==> config.mk <==
export PLATFORM = sky130hd
export DESIGN_NAME = int_ctl
export DESIGN_NICKNAME = d
export VERILOG_FILES = /design/src/rtl/int_pkg.sv /design/src/rtl/sync_ff.sv /design/src/rtl/int_ctl.sv
export SDC_FILE = /design/constraint.sdc
export NUM_CORES = 1
export LEC_CHECK = 0
export ABC_AREA = 1
export CAP_MARGIN = 20
export CORE_MARGIN = 10
export CORE_UTILIZATION = 59
export CTS_CLUSTER_SIZE = 30
export DETAILED_ROUTE_END_ITERATION = 8
export DONT_BUFFER_PORTS = 1
export PLACE_DENSITY = 0.8
export SLEW_MARGIN = 30
export SYNTH_ARGS = -nofsm -noshare
export SYNTH_HDL_FRONTEND = slang
export SYNTH_SLANG_ARGS = --single-unit
==> constraint.sdc <==
create_clock -name clk -period 1.7 [get_ports clk]
set_input_delay 0.085 -clock clk [delete_from_list [all_inputs] [get_ports clk]]
set_output_delay 0.085 -clock clk [all_outputs]
set_load 0.05 [all_outputs]
==> src/rtl/int_pkg.sv <==
// Shared encodings for the interrupt sequencer: source kinds, FSM states, vectors.
package int_pkg;

    localparam logic [1:0] KIND_IRQ = 2'b00;
    localparam logic [1:0] KIND_NMI = 2'b01;
    localparam logic [1:0] KIND_RST = 2'b10;

    localparam logic [15:0] VEC_NMI = 16'hFFFA;
    localparam logic [15:0] VEC_RST = 16'hFFFC;
    localparam logic [15:0] VEC_IRQ = 16'hFFFE;

    typedef enum logic [1:0] {
        ST_RST_WAIT = 2'd0,
        ST_IDLE     = 2'd1,
        ST_SERVICE  = 2'd2
    } state_t;

    function automatic logic [15:0] kind_vec(input logic [1:0] k);
        case (k)
            KIND_NMI: return VEC_NMI;
            KIND_RST: return VEC_RST;
            default:  return VEC_IRQ;
        endcase
    endfunction

endpackage

==> src/rtl/sync_ff.sv <==
// Multi-flop synchronizer for an asynchronous pin; resets to the inactive level (1).
module sync_ff #(
    parameter int STAGES = 2
) (
    input  logic clk,
    input  logic reset,
    input  logic d,
    output logic q
);

    logic [STAGES-1:0] r_sh;

    always_ff @(posedge clk) begin
        if (reset) r_sh <= '1;
        else       r_sh <= {r_sh[STAGES-2:0], d};
    end

    assign q = r_sh[STAGES-1];

endmodule

==> src/rtl/int_ctl.sv <==
// Interrupt sequencer: synchronizes irq_n/nmi_n, latches NMI edges, and arbitrates
// RESET > NMI > IRQ at instruction boundaries, holding the vector until ack.
module int_ctl import int_pkg::*; #(
    parameter int SYNC_STAGES = 2,
    parameter int ACK_TIMEOUT = 15
) (
    input  logic        clk,
    input  logic        reset,
    input  logic        irq_n,
    input  logic        nmi_n,
    input  logic        sync,
    input  logic        I,
    input  logic        ack,
    output logic        take,
    output logic [15:0] vector,
    output logic [1:0]  kind,
    output logic        nmi_pend,
    output logic        ack_err
);

    localparam logic [3:0] TO_LAST = 4'(ACK_TIMEOUT - 1);

    logic       w_irq_s, w_nmi_s, w_irq_act, w_nmi_edge, w_nmi_clr;
    state_t     r_state, w_state_nxt;
    logic [1:0] r_kind, w_kind_nxt;
    logic [3:0] r_cnt, w_cnt_nxt;
    logic       r_nmi_pend, r_nmi_prev, r_ack_err, w_ack_err_nxt;

    sync_ff #(.STAGES(SYNC_STAGES)) u_sync_irq (
        .clk(clk), .reset(reset), .d(irq_n), .q(w_irq_s)
    );
    sync_ff #(.STAGES(SYNC_STAGES)) u_sync_nmi (
        .clk(clk), .reset(reset), .d(nmi_n), .q(w_nmi_s)
    );

    assign w_irq_act  = ~w_irq_s;
    assign w_nmi_edge = r_nmi_prev & ~w_nmi_s;
    assign w_nmi_clr  = (r_state == ST_SERVICE) & ack & (r_kind == KIND_NMI);

    always_ff @(posedge clk) begin
        if (reset) begin
            r_state    <= ST_RST_WAIT;
            r_kind     <= KIND_RST;
            r_cnt      <= '0;
            r_nmi_pend <= 1'b0;
            r_nmi_prev <= 1'b1;
            r_ack_err  <= 1'b0;
        end else begin
            r_state    <= w_state_nxt;
            r_kind     <= w_kind_nxt;
            r_cnt      <= w_cnt_nxt;
            // A new edge outranks the ack that retires the previous NMI.
            r_nmi_pend <= w_nmi_edge | (r_nmi_pend & ~w_nmi_clr);
            r_nmi_prev <= w_nmi_s;
            r_ack_err  <= w_ack_err_nxt;
        end
    end

    always_comb begin
        w_state_nxt   = r_state;
        w_kind_nxt    = r_kind;
        w_cnt_nxt     = r_cnt;
        w_ack_err_nxt = 1'b0;
        take          = 1'b0;
        vector        = VEC_IRQ;
        case (r_state)
            ST_RST_WAIT: begin
                vector = VEC_RST;
                take   = sync;
                if (sync) begin
                    w_kind_nxt  = KIND_RST;
                    w_state_nxt = ST_SERVICE;
                    w_cnt_nxt   = '0;
                end
            end
            ST_IDLE: begin
                // BRK fetches through FFFE on its own, so IDLE parks the mux there.
                vector = VEC_IRQ;
                take   = sync & (r_nmi_pend | (w_irq_act & ~I));
                if (take) begin
                    w_kind_nxt  = r_nmi_pend ? KIND_NMI : KIND_IRQ;
                    w_state_nxt = ST_SERVICE;
                    w_cnt_nxt   = '0;
                end
            end
            ST_SERVICE: begin
                vector = kind_vec(r_kind);
                if (ack) begin
                    w_state_nxt = ST_IDLE;
                end else if (r_cnt == TO_LAST) begin
                    w_ack_err_nxt = 1'b1;
                    w_state_nxt   = ST_IDLE;
                end else begin
                    w_cnt_nxt = r_cnt + 4'd1;
                end
            end
            default: w_state_nxt = ST_RST_WAIT;
        endcase
    end

    assign kind     = r_kind;
    assign nmi_pend = r_nmi_pend;
    assign ack_err  = r_ack_err;

endmodule
==> results of run 1 <==
what timing repair did:
action                    4_1_cts  5_1_grt
hold buffers                    5        0
setup buffers                   0        0
hold endpoints to repair       10        0
kinds of logic after synthesis:
group	share of synthesized area
and+or+nand+nor	0.317
buffers and inverters	0.207
DFF	0.373
AOI/OAI and AO/OA	0.0513
adders and majority gates	0.0311
other	0.00933
xor gates and xnor gates	0.0109
flip-flops by register name, indices dropped and copies added (netlist names):
signal and cells:
r_state 2, r_cnt 4, r_nmi_prev 1, ack_err 1, u_sync_nmi.r_sh 2, u_sync_irq.r_sh 2
kind 2, nmi_pend 1
layout make-up:
class | count | area [µm²]
inverters | 12 | 45.0
clock inverters | 1 | 7.51
fillers | 119 | 452
repair buffers | 8 | 72.6
flip-flops and latches | 15 | 300
multi-input cells | 75 | 383
well taps | 15 | 18.8
clock buffers | 3 | 22.5
power groups by stage:
stage | Sequential [mW] | Combinational (mW) | Clock (mW)
after floorplan | 0.411 | 0.216 | 0
after global routing | 0.402 | 0.254 | 0.231
after detailed placement | 0.406 | 0.217 | 0
final | 0.399 | 0.232 | 0.209
after global placement | 0.404 | 0.214 | 0
after CTS | 0.398 | 0.230 | 0.211
routing by layer:
| layer | vias up | part of all wire | GRT usage |
|---|---|---|---|
| li1 | 319 | - | - |
| met1 | 296 | 0.38 | 0.102 |
| met2 | 26 | 0.48 | 0.177 |
| met3 | 4 | 0.12 | 0.0674 |
| met4 | 0 | 0.021 | 0.0503 |
| met5 | - | 0 | 0 |
layout by cell type, fill, tap and decap left out, types with 3 or more instances in the layout:
cell type	count
nand3_1	6
dlygate4sd3_1	5
buf_4	3
nand2_1	19
conb_1	14
clkbuf_4	3
dfxtp_1	15
or2_2	4
inv_1	10
nor2_1	14
critical path: cells and delay by family, from the launching register on:
kind                   cells  cell delay [ps]
buffers and inverters      1              100
DFF                        1              490
and+or+nand+nor            2              610
metrics by stage:
step | util | setup WS, ps | std cells | area [µm²]
floorplan | - | 381 | 118 | 850
global route | 0.653 | 7.55 | 129 | 850
CTS | 0.653 | 133 | 129 | 850
detailed placement | 0.591 | 381 | 120 | 769
global placement | 0.591 | 434 | 120 | 769
finish | 0.653 | 125 | 129 | 850
final timing paths:
kind	startpoint	to	slack (ps)
worst min register to register	u_sync_irq.r_sh[0]$_SDFF_PP1_	u_sync_irq.r_sh[1]$_SDFF_PP1_	430
worst max register to register	r_cnt[0]$_SDFFE_PP0P_	r_cnt[1]$_SDFFE_PP0P_	370
worst max-delay path	r_state[1]$_SDFFE_PP0P_	vector[2]	120
worst min-delay path	ack	nmi_pend$_SDFF_PP0_	40
==> metrics.cfg, run 1 <==
[status]
status = finished clean

[yosys]
seq_area_frac_synth = 0.373
synth-async-reset-ratio = 0
yosys.area.top_type_share = 0.373
synthCells = 106
synth_area_per_cell_um2 = 7.59
yosys-top-cells-area = dfxtp_1 (37%), buf_4 (13%), nand2_1 (8.9%), nor2_1 (6.5%), inv_1 (4.7%)
yosys.cell_types.count = 25
yosysWarnings = 0
synth.largest_area_cell = dfxtp_1
synth_common_cells = nand2_1 (19), dfxtp_1 (15), buf_4 (14), nor2_1 (14), inv_1 (10)
syn_area_um2 = 805
synth_edf_count = 0
synth_seq_cells = 15
yosysMostFrequentCell = nand2_1
yosys_most_used_dff = dfxtp_1

[route]
wl_um = 1600
dr.pass1.iters = 4
vias = 645
ant_nets = 0
drc = 0
wl_per_cell_um = 12.4
via_per_inst = 5.00
drtIter0Drc = 21

[cts]
cts_root_buf = clkbuf_4
ctsResizeCount = 0
cts_tree = done
cts_sinks = 15
clkLatencyLatePin_ps = 290
numCtsBuffers = 3
clk_pin_slew_ps = 100
cts_max_level = 1
cts_max_path_buffers = 2

[worst_setup_path]
cp.arrival_ps = 1490
path_max_fanout = 8
reg2regPathDepth = 8
critPathKind = flop to output port
worstPathRequired_ps = 1620
worstSetupStartpointType = flop
path_cells = inv_1 -> nor2_1 -> nand2_1
cp-end-kind = output port
max_stage_delay_ps = 490
slowest_stage = dfxtp_1

[power]
p_leak_nw = 0.405
p_sw_frac = 0.387
p_per_area_nw_per_um2 = 988
power_frac_comb = 0.276
peakVddDrop_v = 0.000659
clock_power_share = 0.249
p_seq_frac = 0.475
internal_power_mw = 0.515
switchingPower_mw = 0.325
power_mw = 0.840

[sta]
max_freq_ghz = 0.635
finalSetupViolCount = 0
fin_crit_ps = 1580
min_period_over_period = 0.927
slew_violations = 0
tns_ps = 0
rsz0062_at_grt = no
finalHoldViolCount = 0
skew_ps = 9.82
holdWs_ps = 37.9

[worst_hold_path]
hp-class = input pin to flop
hold_depth = 3

[final_layout]
synthToLayoutAreaGrowth_pct = 5.60
diodes = 0
fin_nets = 124
drive_gt1_frac = 0.167

[grt]
track_usage = 0.107
grt_pass1_wl_um = 2820
antenna_found_initial = 0
grt_max_degree = 11
first_global_vias = 639
grt_remaining_overflow = 0

[placed_design]
gp_congestion = 0.811
io_buffers = 0
hpwl_um = 1220

[floorplanning]
coreArea_um2 = 1300
fp.dieH_um = 56.9
fp-row-count = 13
start_util = 0.618
die_area_um2 = 3240
die_w_um = 56.9
pin_count = 28

[flow_run]
maxCapViolCount = 0

Power figures use the tool's default switching activity.
==> inputs of run 2 (changes only) <==
--- a/config.mk
+++ b/config.mk
@@ -8,11 +8,11 @@
 export ABC_AREA = 1
 export CAP_MARGIN = 20
 export CORE_MARGIN = 10
-export CORE_UTILIZATION = 59
+export CORE_UTILIZATION = 62
 export CTS_CLUSTER_SIZE = 30
 export DETAILED_ROUTE_END_ITERATION = 8
 export DONT_BUFFER_PORTS = 1
-export PLACE_DENSITY = 0.8
+export PLACE_DENSITY = 0.83
 export SLEW_MARGIN = 30
 export SYNTH_ARGS = -nofsm -noshare
 export SYNTH_HDL_FRONTEND = slang
==> constraint.sdc (replaced) <==
create_clock -name clk -period 1.85 [get_ports clk]
set_input_delay 0.0925 -clock clk [delete_from_list [all_inputs] [get_ports clk]]
set_output_delay 0.0925 -clock clk [all_outputs]
set_load 0.05 [all_outputs]
==> run 2 against run 1 <==
  * Register-to-register slack improved by 110 ps
  * Power decreased by 9.1%
  * Count of clock-buffer cells in the layout up 1
  * Critical endpoint unchanged
  * Highest routed layer unchanged
==> metrics.cfg, run 2 (synthesis results as in run 1) <==
[status]
status = finished clean

[floorplanning]
pin_count = 28  ; unchanged
start_util = 0.687  ; +0.0687
fp-row-count = 12  ; -1
coreArea_um2 = 1170  ; -10%
die_w_um = 56.0  ; -1.6%
fp.dieH_um = 56.0  ; -1.6%
die_area_um2 = 3140  ; -3.2%

[final_layout]
fin_nets = 124  ; unchanged
diodes = 0  ; unchanged
top_register = r_cnt
largest_reg_flops = 4  ; unchanged
layout.cells.non_filler = 128  ; -0.78%
drive_gt1_frac = 0.158  ; -0.00877
synthToLayoutAreaGrowth_pct = 4.98
mostFrequentLayoutCells = nand2_1 (19), dfxtp_1 (15), nor2_1 (14), conb_1 (14), inv_1 (10)
final_common_cell = nand2_1

[placed_design]
io_buffers = 0  ; unchanged
hpwl_um = 1200  ; -0.88%
gp_congestion = 0.833  ; +2.8%
dp.cells = 119  ; -0.83%
pre_cts_slack_ps = 524  ; +143 ps

[cts]
cts_max_level = 1  ; unchanged
cts_tree = done
numCtsBuffers = 3  ; unchanged
cts_max_path_buffers = 2  ; unchanged
ctsResizeCount = 0  ; unchanged
clk_pin_slew_ps = 80  ; -20 ps
clkLatencyLatePin_ps = 280  ; about the same
hold_buffers = 5  ; unchanged
cts_setup_buffers = 0  ; unchanged
cts_sinks = 15  ; unchanged
cts_root_buf = clkbuf_4

[power]
p_seq_frac = 0.479  ; +0.004
internal_power_mw = 0.474  ; -7.8%
switchingPower_mw = 0.288  ; -11%
peakVddDrop_v = 0.000683  ; +3.6%
p_sw_frac = 0.378  ; -0.00893
p_per_area_nw_per_um2 = 903  ; -8.6%
power_frac_comb = 0.280  ; +0.004
p_leak_nw = 0.406  ; +0.26%
clock_power_share = 0.241  ; -0.008
power_mw = 0.763  ; -9.1%

[worst_setup_path]
cp-end-kind = output port
path_cells = inv_1 -> nor2_1 -> nand2_1
worstPathRequired_ps = 1760  ; +140 ps
slowest_stage = dfxtp_1
worstSetupStartpointType = flop
critPathKind = flop to output port
path_max_fanout = 8  ; unchanged
max_stage_delay_ps = 490  ; about the same
rrSetupSlack_ps = 480  ; +110 ps
cp.arrival_ps = 1470  ; -20 ps

[sta]
fin_ws_ps = 285  ; +160 ps
fin_crit_ps = 1570
finalHoldViolCount = 0  ; unchanged
rsz0062_at_grt = no
tns_ps = 0  ; unchanged
holdWs_ps = 15.7  ; -22.1 ps
slew_violations = 0  ; unchanged
finalSetupViolCount = 0  ; unchanged
skew_ps = 17.6  ; +7.77 ps
min_period_over_period = 0.846
max_freq_ghz = 0.639

[grt]
grt_remaining_overflow = 0  ; unchanged
antenna_found_initial = 0  ; unchanged
grt_pass1_wl_um = 2610  ; -7.6%
track_usage = 0.0941  ; -0.0128
first_global_vias = 622  ; -2.7%
grt_max_degree = 10  ; -1

[worst_hold_path]
hp-class = input pin to flop

[route]
vias = 636  ; -1.4%
drtIter0Drc = 18  ; -14%
ant_nets = 0  ; unchanged
wl_um = 1610  ; +0.63%
via_per_inst = 4.97  ; -0.63%
wl_per_cell_um = 12.5  ; +1.4%
drc = 0  ; unchanged
dr.pass1.iters = 4  ; unchanged

[flow_run]
maxCapViolCount = 0  ; unchanged

run 2: critical path: cells and delay by family, from the launching register on:
kind / cells / cell delay (ps)
simple gates: 2 / 630
flops: 1 / 490
buf+inv: 1 / 90
run 2: worst paths after layout:
check | from | end | depth (start not counted)
worst max-delay path | r_state[1]$_SDFFE_PP0P_ | vector[2] | 3
worst min-delay path | reset | r_nmi_prev$_SDFF_PP1_ | 2
worst max register to register | r_cnt[0]$_SDFFE_PP0P_ | r_cnt[1]$_SDFFE_PP0P_ | 8
worst min register to register | u_sync_nmi.r_sh[0]$_SDFF_PP1_ | u_sync_nmi.r_sh[1]$_SDFF_PP1_ | 1
run 2: metal layers:
| metal | vias up | part of all wire | global-route usage |
|---|---|---|---|
| met5 | - | 0 | 0 |
| met4 | 0 | 0.0056 | 0.0102 |
| met3 | 2 | 0.12 | 0.0547 |
| met2 | 42 | 0.45 | 0.157 |
| met1 | 275 | 0.42 | 0.103 |
| li1 | 317 | - | - |
run 2: area by class of cell:
type                       instances  area, µm²
clock buffer                       4       26.3
fill                              91        327
inverter                          12       45.0
multi-input combinational         75        383
sequential                        15        300
tap                               14       17.5
timing repair buffer               8       72.6
run 2: power by group through the flow:
stage / Clock, mW / Combinational [mW] / Sequential [mW]
after floorplan: 0 / 0.199 / 0.378
after global placement: 0 / 0.197 / 0.371
after detailed placement: 0 / 0.200 / 0.372
after CTS: 0.183 / 0.212 / 0.364
after global routing: 0.199 / 0.232 / 0.368
final: 0.184 / 0.214 / 0.365
run 2: per-stage QoR:
step,instance area (µm²),util
4_1_cts,845,0.721
3_3_place_gp,768,0.656
5_1_grt,845,0.721
6_report,845,0.721
2_1_floorplan,850,-
3_5_place_dp,768,0.656
==> inputs of run 3 (changes only) <==
--- a/config.mk
+++ b/config.mk
@@ -5,14 +5,14 @@
 export SDC_FILE = /design/constraint.sdc
 export NUM_CORES = 1
 export LEC_CHECK = 0
-export ABC_AREA = 1
+export ABC_AREA = 0
 export CAP_MARGIN = 20
 export CORE_MARGIN = 10
-export CORE_UTILIZATION = 62
+export CORE_UTILIZATION = 53
 export CTS_CLUSTER_SIZE = 30
 export DETAILED_ROUTE_END_ITERATION = 8
 export DONT_BUFFER_PORTS = 1
-export PLACE_DENSITY = 0.83
+export PLACE_DENSITY = 0.76
 export SLEW_MARGIN = 30
 export SYNTH_ARGS = -nofsm -noshare
 export SYNTH_HDL_FRONTEND = slang
==> constraint.sdc (replaced) <==
create_clock -name clk -period 1.4 [get_ports clk]
set_input_delay 0.07 -clock clk [delete_from_list [all_inputs] [get_ports clk]]
set_output_delay 0.07 -clock clk [all_outputs]
set_load 0.05 [all_outputs]
==> run 3 against run 2 <==
  * Area after synthesis shrank 5.1%
  * Setup slack worse by 270 ps
  * Critical path type is now flop to flop
  * Largest power group unchanged
  * Final area up 21%
  * The flow now finishes with violations (negative hold slack)
  * Count of clock-buffer cells in the layout unchanged
  * Critical endpoint is now r_cnt[1]$_SDFFE_PP0P_
  * Die area grew 7.0%
  * Global-route usage rose by 2.3 points
  * Utilization is 4.5 points higher
  * Flip-flop and latch count did not move
==> metrics.cfg, run 3 <==
[placed_design]
dpl_cell_area_um2 = 810  ; +5.4%
pre_cts_slack_ps = -35.7  ; -559 ps
gp_congestion = 0.766  ; -8.0%
io_buffers = 0  ; unchanged
hpwl_um = 1230  ; +2.5%

[final_layout]
mostFrequentLayoutCells = conb_1 (14), buf_4 (12), dfxtp_1 (11)
top_register = r_cnt
diodes = 0  ; unchanged
largest_reg_flops = 4  ; unchanged
fin_nets = 120  ; -3.2%
finalInstanceArea_um2 = 1020  ; +21%
synthToLayoutAreaGrowth_pct = 33.9
n_fill_cell = 89  ; -2.2%
final_common_cell = conb_1
drive_gt1_frac = 0.373  ; +0.215

[yosys]
seq_area_frac_synth = 0.393  ; +0.0202
synth_edf_count = 0  ; unchanged
synth_seq_cells = 15  ; unchanged
synth_common_cells = dfxtp_1 (15), buf_4 (14), a21oi_1 (8), nand3_1 (6), or2_2 (5)
yosysWarnings = 0  ; unchanged
yosys.cell_types.count = 29  ; +16%
syn_area_um2 = 763  ; -5.1%
synth-async-reset-ratio = 0  ; unchanged
synth_area_per_cell_um2 = 8.98  ; +18%
yosys-top-cells-area = dfxtp_1 (39%), buf_4 (14%), a21oi_1 (5.2%), or2_2 (4.1%), nand3_1 (3.9%)
yosysMostFrequentCell = dfxtp_1
yosys_most_used_dff = dfxtp_1
synth.largest_area_cell = dfxtp_1
synthCells = 85  ; -20%
yosys.area.top_type_share = 0.393  ; +0.0202

[cts]
cts_tree = done
cts_root_buf = clkbuf_4
cts_max_path_buffers = 2  ; unchanged
cts_max_level = 1  ; unchanged
clk_pin_slew_ps = 90  ; about the same
numCtsBuffers = 3  ; unchanged
hold_buffers = 10  ; +5
cts_sinks = 15  ; unchanged
clkLatencyLatePin_ps = 300  ; +20 ps

[grt]
grt_remaining_overflow = 0  ; unchanged
first_global_vias = 653  ; +5.0%
track_usage = 0.117  ; +0.0228
antenna_found_initial = 0  ; unchanged
grt_pass1_wl_um = 3060  ; +17%
grt_max_degree = 15  ; +5

[route]
dr.max_layer_used = met4
via_per_inst = 5.38  ; +8.2%
dr.pass1.iters = 4  ; unchanged
wl_met2_um = 940  ; +31%
wl_met1_um = 785  ; +15%
wl_per_cell_um = 16.5  ; +31%
drtIter0Drc = 19  ; +1
ant_nets = 0  ; unchanged
dr_wl_met3_um = 268  ; +35%
wl_um = 2060  ; +28%
drc = 0  ; unchanged
vias = 672  ; +5.7%

[status]
status = finished with violations
failed_checks = negative hold slack

[power]
p_leak_nw = 0.423  ; +4.3%
power_mw = 0.958  ; +26%
clock_power_share = 0.276  ; +0.035
p_per_area_nw_per_um2 = 937  ; +3.7%
p_seq_frac = 0.467  ; -0.012
switchingPower_mw = 0.324  ; +12%
p_sw_frac = 0.338  ; -0.0396
internal_power_mw = 0.634  ; +34%
peakVddDrop_v = 0.000937  ; +37%
power_frac_comb = 0.256  ; -0.024

[floorplanning]
die_area_um2 = 3360  ; +7.0%
fp.dieH_um = 58.0  ; +3.4%
coreArea_um2 = 1330  ; +14%
pin_count = 28  ; unchanged
start_util = 0.572  ; -0.115
fp-row-count = 13  ; +1
die_w_um = 58.0  ; +3.4%

[sta]
fin_ws_ps = 10.4  ; -274 ps
slew_violations = 0  ; unchanged
min_period_over_period = 0.993
holdWs_ps = -180  ; -196 ps
rsz0062_at_grt = yes
skew_ps = 1.44  ; -16.1 ps
finalSetupViolCount = 0  ; unchanged
fin_crit_ps = 1390
finalHoldViolCount = 8  ; +8
max_freq_ghz = 0.720

[worst_hold_path]
hp-class = input pin to flop
hold_depth = 1  ; -1
holdPathEnd = r_cnt[0]$_SDFFE_PP0P_
hold_start = reset

[worst_setup_path]
cp-startpoint = r_cnt[0]$_SDFFE_PP0P_
rrSetupSlack_ps = 10  ; -470 ps
cp-end-kind = flop
r2r_start = r_cnt[0]$_SDFFE_PP0P_
r2r_end = r_cnt[1]$_SDFFE_PP0P_
worstPathRequired_ps = 1640  ; -120 ps
critPathKind = flop to flop
path_max_fanout = 2  ; -6
worstSetupStartpointType = flop
reg2regPathDepth = 6  ; -2
cp.arrival_ps = 1630  ; +160 ps

[flow_run]
maxCapViolCount = 0  ; unchanged

-- run 3: logic make-up after synthesis --
group | Yosys count | share of synthesized area
simple gates | 29 | 0.241
other cells | 2 | 0.00984
flops | 15 | 0.393
compound gates | 18 | 0.151
fa+ha+maj | 2 | 0.0328
buf+inv | 19 | 0.172
-- run 3: timing repair --
| action | in CTS | in global routing |
|---|---|---|
| hold endpoints to repair | 14 | 8 |
| resized for setup | 5 | 10 |
| pin swaps | 1 | 1 |
| buffers inserted | 2 | 2 |
| setup endpoints to repair | 3 | 4 |
-- run 3: stage by stage --
step           instances   util  TNS, ps
6_report             125  0.766        0
5_1_grt              125  0.766    -37.7
4_1_cts              123  0.724        0
3_5_place_dp         107  0.607    -35.7
3_3_place_gp         107  0.607        0
2_1_floorplan         97      -        0
-- run 3: critical path: stages, from the launching register on --
cell and delay, ps:
dfxtp_2 340, inv_2 50, ha_4 170, nand3_4 80
nand2_2 60, or4b_4 490, a21oi_2 140
-- run 3: how the worst max path moves through the flow --
stage	endpoint	slack, ps	cells past startpoint
CTS	r_cnt[1]$_SDFFE_PP0P_	1	6
global placement	r_cnt[1]$_SDFFE_PP0P_	70	6
global route	r_cnt[1]$_SDFFE_PP0P_	-30	4
floorplan	r_cnt[1]$_SDFFE_PP0P_	1	5
detailed placement	r_cnt[1]$_SDFFE_PP0P_	-40	6
finish	r_cnt[1]$_SDFFE_PP0P_	10	6
-- run 3: power by group through the flow --
stage	combinational, mW	sequential, mW	clock, mW
floorplan	0.182	0.466	0
global placement	0.193	0.457	0
detailed placement	0.194	0.457	0
CTS	0.225	0.447	0.263
global route	0.258	0.449	0.272
finish	0.245	0.448	0.265
-- run 3: area by class of cell --
type	instances	area, µm²	share of cell area
clock buffer	4	26.3	0.0257
inverter	3	13.8	0.0135
multi-input combinational	63	423	0.414
sequential	15	308	0.301
tap	15	18.8	0.0184
timing repair buffer	25	233	0.228
-- run 3: metal layers --
| layer | up-vias | track usage |
|---|---|---|
| met4 | 0 | 0.0906 |
| met1 | 307 | 0.114 |
| met5 | - | 0 |
| met2 | 48 | 0.186 |
| met3 | 6 | 0.0566 |
| li1 | 311 | - |
